## src/rtl/core_sequencer_pkg.sv

```systemverilog
// Shared types and constants for the RV32I multi-cycle sequencer.
// Holds the FSM state encoding, trap causes and the decoder/opcode constants.
package core_pkg;

    typedef enum logic [2:0] {
        ST_IDLE      = 3'd0,
        ST_FETCH     = 3'd1,
        ST_DECODE    = 3'd2,
        ST_EXECUTE   = 3'd3,
        ST_WRITEBACK = 3'd4,
        ST_TRAP      = 3'd5
    } state_t;

    typedef enum logic [1:0] {
        CAUSE_NONE    = 2'b00,
        CAUSE_ILLEGAL = 2'b01,
        CAUSE_TIMEOUT = 2'b10
    } trap_cause_t;

    localparam logic [3:0]  ALU_INVALID = 4'hF;
    localparam logic [6:0]  OPC_RTYPE   = 7'b0110011;
    localparam logic [6:0]  OPC_ITYPE   = 7'b0010011;
    localparam logic [31:0] NOP_INSTR   = 32'h0000_0013;

    // Writes to x0 are architecturally discarded, so no write strobe is issued.
    function automatic logic rd_nonzero(input logic [31:0] instr);
        return instr[11:7] != 5'd0;
    endfunction

endpackage

```

## src/rtl/core_sequencer_if.sv

```systemverilog
// Instruction-memory fetch bus between the sequencer (master) and imem (slave).
// Handshake: imem_req rises with imem_addr and both hold stable until the slave
// returns a single-cycle imem_ack carrying imem_rdata; ack without req is ignored.
interface core_sequencer_if #(
    parameter int XLEN = 32
);
    logic            imem_req;
    logic [XLEN-1:0] imem_addr;
    logic            imem_ack;
    logic [31:0]     imem_rdata;

    modport master (
        output imem_req,
        output imem_addr,
        input  imem_ack,
        input  imem_rdata
    );

    modport slave (
        input  imem_req,
        input  imem_addr,
        output imem_ack,
        output imem_rdata
    );
endinterface

```

## src/rtl/core_sequencer_imem_fetch_if.sv

```systemverilog
// Fetch handshake engine: drives req/addr while the FSM is fetching, reports
// completion on ack, and flags a timeout after IMEM_TIMEOUT unacknowledged cycles.
module imem_fetch_if #(
    parameter int XLEN         = 32,
    parameter int IMEM_TIMEOUT = 255
) (
    input  logic                    clk,
    input  logic                    rst,
    input  logic                    fetch,
    input  logic [XLEN-1:0]         addr,
    core_sequencer_if.master        imem,
    output logic                    done,
    output logic                    timeout,
    output logic [31:0]             rdata
);

    localparam logic [7:0] WAIT_LIMIT = 8'(IMEM_TIMEOUT - 1);

    logic [7:0] wait_cnt;

    // Request is a pure function of the FSM state so an async reset drops it at once.
    assign imem.imem_req  = fetch;
    assign imem.imem_addr = addr;
    assign rdata          = imem.imem_rdata;

    assign done    = fetch && imem.imem_ack;
    assign timeout = fetch && !imem.imem_ack && (wait_cnt == WAIT_LIMIT);

    always_ff @(posedge clk or posedge rst) begin
        if (rst) begin
            wait_cnt <= '0;
        end else if (!fetch || imem.imem_ack) begin
            wait_cnt <= '0;
        end else begin
            wait_cnt <= wait_cnt + 8'd1;
        end
    end

endmodule

```

## src/rtl/core_sequencer.sv

```systemverilog
// Multi-cycle RV32I instruction sequencer: FETCH -> DECODE -> EXECUTE -> WRITEBACK,
// with a sticky TRAP state for illegal instructions and fetch timeouts.
module core_sequencer
    import core_pkg::*;
#(
    parameter int              XLEN         = 32,
    parameter logic [XLEN-1:0] RESET_PC     = '0,
    parameter int              IMEM_TIMEOUT = 255
) (
    input  logic              clk,
    input  logic              rst,
    input  logic              run,
    core_sequencer_if.master  imem,
    output logic [31:0]       ir,
    input  logic [3:0]        dec_alu_control,
    input  logic              dec_regwrite,
    input  logic              dec_imm,
    output logic [3:0]        alu_op,
    output logic              alu_src_imm,
    output logic              rf_re,
    output logic              alu_en,
    output logic              rf_we,
    output logic [XLEN-1:0]   pc,
    output logic [31:0]       retired,
    output logic              trap,
    output logic [1:0]        trap_cause,
    output state_t            state_dbg
);

    state_t          state_q, state_d;
    logic [XLEN-1:0] pc_q;
    logic [31:0]     ir_q;
    logic [3:0]      alu_op_q;
    logic            alu_src_imm_q;
    logic [31:0]     retired_q;
    trap_cause_t     cause_q;

    logic            fetch_active;
    logic            fetch_done;
    logic            fetch_timeout;
    logic [31:0]     fetch_rdata;
    logic            decode_illegal;

    imem_fetch_if #(
        .XLEN         (XLEN),
        .IMEM_TIMEOUT (IMEM_TIMEOUT)
    ) u_fetch (
        .clk     (clk),
        .rst     (rst),
        .fetch   (fetch_active),
        .addr    (pc_q),
        .imem    (imem),
        .done    (fetch_done),
        .timeout (fetch_timeout),
        .rdata   (fetch_rdata)
    );

    // Only ALU-producing, register-writing instructions are supported.
    assign decode_illegal = (dec_alu_control == ALU_INVALID) || !dec_regwrite;

    always_ff @(posedge clk or posedge rst) begin
        if (rst) begin
            state_q <= ST_IDLE;
        end else begin
            state_q <= state_d;
        end
    end

    always_comb begin
        state_d = state_q;
        case (state_q)
            ST_IDLE:      if (run) state_d = ST_FETCH;
            ST_FETCH: begin
                if (fetch_done) begin
                    state_d = ST_DECODE;
                end else if (fetch_timeout) begin
                    state_d = ST_TRAP;
                end
            end
            ST_DECODE:    state_d = decode_illegal ? ST_TRAP : ST_EXECUTE;
            ST_EXECUTE:   state_d = ST_WRITEBACK;
            ST_WRITEBACK: state_d = run ? ST_FETCH : ST_IDLE;
            ST_TRAP:      state_d = ST_TRAP;
            default:      state_d = ST_IDLE;
        endcase
    end

    always_comb begin
        fetch_active = 1'b0;
        rf_re        = 1'b0;
        alu_en       = 1'b0;
        rf_we        = 1'b0;
        trap         = 1'b0;
        case (state_q)
            ST_FETCH:     fetch_active = 1'b1;
            ST_DECODE:    rf_re        = 1'b1;
            ST_EXECUTE:   alu_en       = 1'b1;
            ST_WRITEBACK: rf_we        = rd_nonzero(ir_q);
            ST_TRAP:      trap         = 1'b1;
            default:      ;
        endcase
    end

    always_ff @(posedge clk or posedge rst) begin
        if (rst) begin
            pc_q          <= RESET_PC;
            ir_q          <= NOP_INSTR;
            alu_op_q      <= ALU_INVALID;
            alu_src_imm_q <= 1'b0;
            retired_q     <= '0;
            cause_q       <= CAUSE_NONE;
        end else begin
            case (state_q)
                ST_FETCH: begin
                    if (fetch_done) begin
                        ir_q <= fetch_rdata;
                    end else if (fetch_timeout) begin
                        cause_q <= CAUSE_TIMEOUT;
                    end
                end
                ST_DECODE: begin
                    if (decode_illegal) begin
                        cause_q <= CAUSE_ILLEGAL;
                    end else begin
                        alu_op_q      <= dec_alu_control;
                        alu_src_imm_q <= dec_imm;
                    end
                end
                ST_WRITEBACK: begin
                    pc_q      <= pc_q + XLEN'(4);
                    retired_q <= retired_q + 32'd1;
                end
                default: ;
            endcase
        end
    end

    assign pc          = pc_q;
    assign ir          = ir_q;
    assign alu_op      = alu_op_q;
    assign alu_src_imm = alu_src_imm_q;
    assign retired     = retired_q;
    assign trap_cause  = cause_q;
    assign state_dbg   = state_q;

endmodule

```

## src/flat_wrapper.sv

```systemverilog
// flat-port wrapper written by rule: the top's interface ports become plain ports
module core_sequencer_flat import core_pkg::*;
#(
    parameter int              XLEN         = 32,
    parameter logic [XLEN-1:0] RESET_PC     = '0,
    parameter int              IMEM_TIMEOUT = 255
)
  (clk, rst, run, ir, dec_alu_control, dec_regwrite, dec_imm, alu_op, alu_src_imm, rf_re, alu_en, rf_we, pc, retired, trap, trap_cause, state_dbg, imem_imem_req, imem_imem_addr, imem_imem_ack, imem_imem_rdata);
  core_sequencer_if #(.XLEN(XLEN)) imem_i ();
  input  logic clk;
  input  logic rst;
  input  logic run;
  output logic [31:0] ir;
  input  logic [3:0] dec_alu_control;
  input  logic dec_regwrite;
  input  logic dec_imm;
  output logic [3:0] alu_op;
  output logic alu_src_imm;
  output logic rf_re;
  output logic alu_en;
  output logic rf_we;
  output logic [XLEN-1:0] pc;
  output logic [31:0] retired;
  output logic trap;
  output logic [1:0] trap_cause;
  output state_t state_dbg;
  output wire logic [$bits(imem_i.imem_req)-1:0] imem_imem_req;
  output wire logic [$bits(imem_i.imem_addr)-1:0] imem_imem_addr;
  input wire logic [$bits(imem_i.imem_ack)-1:0] imem_imem_ack;
  input wire logic [$bits(imem_i.imem_rdata)-1:0] imem_imem_rdata;
  assign imem_imem_req = imem_i.imem_req;
  assign imem_imem_addr = imem_i.imem_addr;
  assign imem_i.imem_ack = imem_imem_ack;
  assign imem_i.imem_rdata = imem_imem_rdata;
  core_sequencer #(.XLEN(XLEN), .RESET_PC(RESET_PC), .IMEM_TIMEOUT(IMEM_TIMEOUT)) u_core (.clk(clk), .rst(rst), .run(run), .imem(imem_i), .ir(ir), .dec_alu_control(dec_alu_control), .dec_regwrite(dec_regwrite), .dec_imm(dec_imm), .alu_op(alu_op), .alu_src_imm(alu_src_imm), .rf_re(rf_re), .alu_en(alu_en), .rf_we(rf_we), .pc(pc), .retired(retired), .trap(trap), .trap_cause(trap_cause), .state_dbg(state_dbg));
endmodule
```

## config.mk

```make
export PLATFORM = sky130hd
export DESIGN_NAME = core_sequencer_flat
export DESIGN_NICKNAME = d
export VERILOG_FILES = /design/src/rtl/core_sequencer_pkg.sv /design/src/rtl/core_sequencer_if.sv /design/src/rtl/core_sequencer_imem_fetch_if.sv /design/src/rtl/core_sequencer.sv /design/src/flat_wrapper.sv
export SDC_FILE = /design/constraint.sdc
export NUM_CORES = 1
export LEC_CHECK = 0
export CAP_MARGIN = 10
export CORE_ASPECT_RATIO = 0.6
export CORE_MARGIN = 3
export CORE_UTILIZATION = 41
export CTS_CLUSTER_SIZE = 30
export DETAILED_ROUTE_END_ITERATION = 12
export HOLD_SLACK_MARGIN = 0.12
export PLACE_DENSITY_LB_ADDON = 0.3
export SYNTH_ARGS = -nofsm -noshare
export SYNTH_HDL_FRONTEND = slang
export SYNTH_SLANG_ARGS = --single-unit
```

## constraint.sdc

```tcl
create_clock -name clk -period 3.78 [get_ports clk]
set_input_delay 0.756 -clock clk [delete_from_list [all_inputs] [get_ports clk]]
set_output_delay 0.756 -clock clk [all_outputs]
set_load 0.1 [all_outputs]
```

# == Yosys cells after proc, flatten, opt, wreduce, memory -nomap -nowiden ==
# Cells that the tools add are included.
# totals
inputBits,42
out_inout_bits,143
register_bits,114
wordCells,55
# op_classes
reduce_logical,15
n_addsub,3
n_mux,16
n_bitwise,1
n_eq_ne,12
# ops
cell,count
$add 32x1->32 const B,1
$add 32x3->32 const B,1
$pmux 3 s6,1
$mux 3,4
$add 8x1->8 const B,1
$eq 8x8->1 const B,1
$mux 8,1
$eq 3x2->1 const B,2
$eq 3x3->1 const B,2
$mux 1,6
$mux 2,3
$reduce_and 2->1,3
$reduce_bool 5->1,1
$eq 4x4->1 const B,1
$ne 2x1->1 const B,2
$ne 2x2->1 const B,2
$pmux 2 s2,1
$reduce_and 4->1,1
$eq 3x1->1 const B,1
$logic_and 1x1->1,3
$logic_not 1->1,3
$logic_not 3->1,1
$ne 3x1->1 const B,1
$logic_or 1x1->1,2
other kinds (2),2

# == Depth between registers and ports, before layout ==
# logic_depth
depth_word,7
ltp_mapped,7
ltp_nobuf,5

# == Modules after synthesis ==
# A second synthesis with hierarchy kept.
# unflattened
hier_cells,452
hier_area_um2,5366.4
# modules_own_cells
module,area_each_um2,cells_each,seq_area_each_um2,n_inst
core_sequencer,4491.8,347,2611.3,1
imem_fetch_if,874.6,105,200.2,1

# == Worst setup path before layout ==
# OpenSTA, ideal clock, no wires.
# synth_path
path_type,reg-to-reg
startpoint,register u_core.state_q[0] (netlist: u_core.state_dbg[0])
endpoint,register u_core.ir_q[10] (netlist: u_core.ir[10])
period_less_slack_ns,4.643
required_time_ns,3.654
setup_time_ns,0.126
setup_slack_ns,-0.863
arrival_ns,4.517
stages_incl_launch_ff,7
path_cell_list,dfrtp_1 -> buf_2 -> nor3b_1 -> and2_1 -> buf_2 -> buf_4 -> mux2_2
# synth_between
elab_chain_len,4
# synth_rtl
item,line_no,rtl
from (decl),core_sequencer.sv:30,"state_t state_q, state_d;"
from (signal assigned),core_sequencer.sv:65,state_q <= state_d;
$eq 3x1->1,core_sequencer.sv:94,case (state_q)
$mux 1,core_sequencer.sv:94,
via imem_imem_req,flat_wrapper.sv:27,output wire logic [$bits(imem_i.imem_req)-1:0] imem_imem_req;
$logic_and 1x1->1,core_sequencer_imem_fetch_if.sv:26,assign done = fetch && imem.imem_ack;
$reduce_and 2->1 (no line),n/a,
to (signal assigned),core_sequencer.sv:116,ir_q <= fetch_rdata;
to (decl),core_sequencer.sv:32,logic [31:0] ir_q;
# The timed path passes the listed nets, and every way through them passes these cells.
# A chain may end at the register's enable or synchronous reset.

# == Worst setup path after layout ==
# layout_path
startpoint,register u_core.pc_q[2] (netlist: u_core.pc[2])
endpoint,output pc[2]
# layout_lines
item,line_no,rtl
from (decl),core_sequencer.sv:31,logic [XLEN-1:0] pc_q;
from (signal assigned),core_sequencer.sv:130,pc_q <= pc_q + XLEN'(4);
to (decl),flat_wrapper.sv:22,output logic [XLEN-1:0] pc;
# No word-level cell between the ends.

==> impl_metrics.py <==
metrics = {
    "cells_and_area": {
        "layout_commonest_cell": "clkdlybuf4s50_1",
        "final_cell_mix": "172 x clkdlybuf4s50_1, 105 x dfrtp_1, 54 x xnor2_1, 37 x mux2_2, 31 x nand3_1",
        "nFillCells": 936,
        "antenna_cells": 0,
        "fin_cells": 743,
        "final_util_pct": 61.1,
        "num-nets-final": 624,
        "drive_gt1_share_pct": 14.4,
        "area_growth_pct": 39.5,
    },
    "sta": {
        "finalHoldViolCount": 0,
        "rsz0062_at_grt": "no",
        "fin_skew_ps": 9.05,
        "finalCritPeriodShare_pct": 73.8,
        "setup_viol": 0,
        "slew_headroom_pct": 32.1,
        "layout_min_cycle_time_ps": 2790,
        "layout_setup_ws_ps": 992,
        "slew_viol_final": 0,
        "setup_tns_ps": 0,
        "max_freq_mhz": 359,
        "worstMarginPinSlew_ps": 1020,
    },
    "run": {
        "drv_cap": 0,
    },
    "clocking": {
        "insertion_delay_ps": 340,
        "cts_tree": "yes",
        "cts_num_sinks": 112,
        "htree_levels": 3,
        "cts_buffers": 9,
        "ctsResizeCount": 0,
        "clkSlewWorstSetupHoldPaths_ps": 70,
        "holdBufCountCts": 0,
        "clock_path_buffers": 2,
        "cts-root-buf": "clkbuf_16",
        "cts_setup_buffers": 0,
    },
    "grt": {
        "grt_pass1_vias": 3813,
        "grt_pass1_wl_um": 20300,
        "overflow": 0,
        "grt_usage_pct": 18.3,
        "antenna_found_initial": 0,
        "grt_max_degree": 58,
    },
    "setup_path": {
        "max_stage_delay_ps": 1200,
        "crit_chain": "clkdlybuf4s50_1",
        "start_kind": "flop",
        "cpMaxStageDelayCell": "clkdlybuf4s50_1",
        "crit_fanout": 6,
        "critPathTopFamily": "buffers and inverters",
        "worst-path-buf-inv": 1,
        "cp-end-kind": "output pin",
        "critical_path_arrival_ps": 2030,
        "required_ps": 3020,
        "critical_path_class": "flop to output pin",
    },
    "placed_design": {
        "numPortBuffers": 180,
        "place.gp.congestion": 0.801,
        "detailed_place_hpwl_um": 9320,
        "dp_slack_ps": 1360,
        "numPlacedInstances": 727,
    },
    "yosys": {
        "synth_area_um2": 5140,
        "ys_types": 36,
        "syn_inst": 426,
        "synth-seq-cells": 112,
        "ys_seq_area_share_pct": 54.7,
        "yosys_warnings": 0,
        "synth_area_per_cell_um2": 12.1,
    },
    "pwr": {
        "p_per_area_nw_per_um2": 866,
        "ir_drop_mv": 0.904,
        "cellLeakagePower_nw": 3.01,
        "total_power_w": 0.00621,
    },
    "floorplanning": {
        "rows": 30,
        "die_area_um2": 14000,
        "die_h_um": 92.8,
        "core_um2": 11700,
        "io_pins": 185,
        "initial_utilization_pct": 43.8,
        "die_x_um": 151,
    },
    "detailed_routing": {
        "vias_per_cell": 5.03,
        "post_drt_wl_per_cell_um": 16.9,
        "vias": 3739,
        "drt-total-wl_um": 12600,
        "drtAntennaViolNets": 0,
        "drt_first_pass_iters": 4,
        "drtIter0Drc": 109,
        "drc_errors": 0,
    },
    "status": {
        "status": "finished, final reports clean",
    },
    "worst_hold_path": {
        "hold_path.class": "flop to flop",
    },
}
==> area by class of cell <==
| cell class | instances | area (µm²) | share of cell area [%] |
|---|---|---|---|
| multi-input combinational | 266 | 2010 | 28.0 |
| timing repair buffer | 184 | 1820 | 25.4 |
| clock inverter | 6 | 68.8 | 0.959 |
| sequential | 112 | 2810 | 39.2 |
| clock buffer | 10 | 239 | 3.33 |
| inverter | 5 | 21.3 | 0.296 |
| tap | 160 | 200 | 2.79 |
==> synth_stat cells <==
cell | count | area share (%)
and3b_1 | 2 | 0.34
nor4_1 | 2 | 0.24
nor3_4 | 1 | 0.32
o22ai_1 | 1 | 0.12
and3_1 | 14 | 1.7
a21oi_1 | 3 | 0.29
nand2_1 | 22 | 1.6
xnor2_1 | 54 | 9.2
nand2b_1 | 1 | 0.12
dfrtp_1 | 105 | 51
ha_1 | 4 | 0.97
nand4_1 | 29 | 3.5
o31a_1 | 1 | 0.17
nor3b_1 | 1 | 0.15
nor3_1 | 3 | 0.29
xor2_1 | 12 | 2.0
buf_2 | 5 | 0.49
a21o_1 | 1 | 0.15
and2_1 | 4 | 0.49
nor4_2 | 2 | 0.49
nor2b_1 | 1 | 0.12
conb_1 | 1 | 0.073
dfstp_2 | 7 | 3.6
and4_1 | 8 | 1.4
nor4_4 | 3 | 1.2
clkbuf_1 | 3 | 0.22
nand3_1 | 31 | 3.0
buf_4 | 38 | 5.5
nor3_2 | 1 | 0.19
mux2_2 | 37 | 8.1
nor2_1 | 19 | 1.4
or3b_4 | 1 | 0.22
inv_1 | 5 | 0.37
nand4bb_1 | 2 | 0.44
nor3b_2 | 1 | 0.24
o21ai_0 | 1 | 0.097
==> registers in the layout, indices dropped and copies added, names as in the netlist <==
name                     cells
u_core.ir                   32
u_core.retired              32
u_core.pc                   30
u_core.u_fetch.wait_cnt      8
u_core.alu_op                4
u_core.state_dbg             3
u_core.trap_cause            2
u_core.alu_src_imm           1
==> metal layers <==
layer | wire length [µm] | up-vias | global-route usage, % | share of wire [%]
met5 | 0 | - | 0 | 0
met2 | 5530 | 149 | 27.5 | 44
li1 | - | 1756 | - | -
met3 | 1290 | 15 | 8.17 | 10
met4 | 191 | 0 | 4.22 | 1.5
met1 | 5560 | 1819 | 24.4 | 44
==> power by group <==
part / switching, W / internal, W
clock: 0.000433 / 0.000535
combinational: 0.00267 / 0.000821
sequential: 0.000256 / 0.00149
total: 0.00336 / 0.00285
==> cell families (layout without fill, tap and decap cells) <==
| logic type | Yosys count | count (layout) | synth area share, % |
|---|---|---|---|
| buffers and inverters | 51 | 205 | 6.62 |
| other | 1 | 4 | 0.0729 |
| AO/OA/AOI/OAI | 7 | 7 | 0.827 |
| flip-flops | 112 | 112 | 54.7 |
| multiplexers | 37 | 37 | 8.10 |
| adder cells (fa/ha/maj) | 4 | 4 | 0.973 |
| XOR/XNOR | 66 | 66 | 11.2 |
| AND/OR/NAND/NOR | 148 | 148 | 17.5 |
==> stage by stage <==
| stage | instance area (µm²) | hold slack (ps) |
|---|---|---|
| floorplan | 5160 | 492 |
| global placement | 6870 | 465 |
| detailed placement | 6870 | 483 |
| CTS | 7180 | 495 |
| global route | 7180 | 501 |
| finish | 7180 | 493 |
==> final timing paths <==
check / startpoint / endpoint / slack, ps / cells after the start
worst max-delay path: u_core.pc[2] / pc[2] / 990 / 1
worst min-delay path: u_core.retired[31] / u_core.retired[31] / 490 / 1
worst max register to register: u_core.state_dbg[2] / u_core.retired[17] / 1490 / 4
worst min register to register: u_core.retired[31] / u_core.retired[31] / 490 / 1
max in group asynchronous: rst / u_core.pc[17] / 2170 / 3
min in group asynchronous: rst / u_core.retired[25] / 890 / 2
No activity file was read; power rests on OpenSTA's default activity.
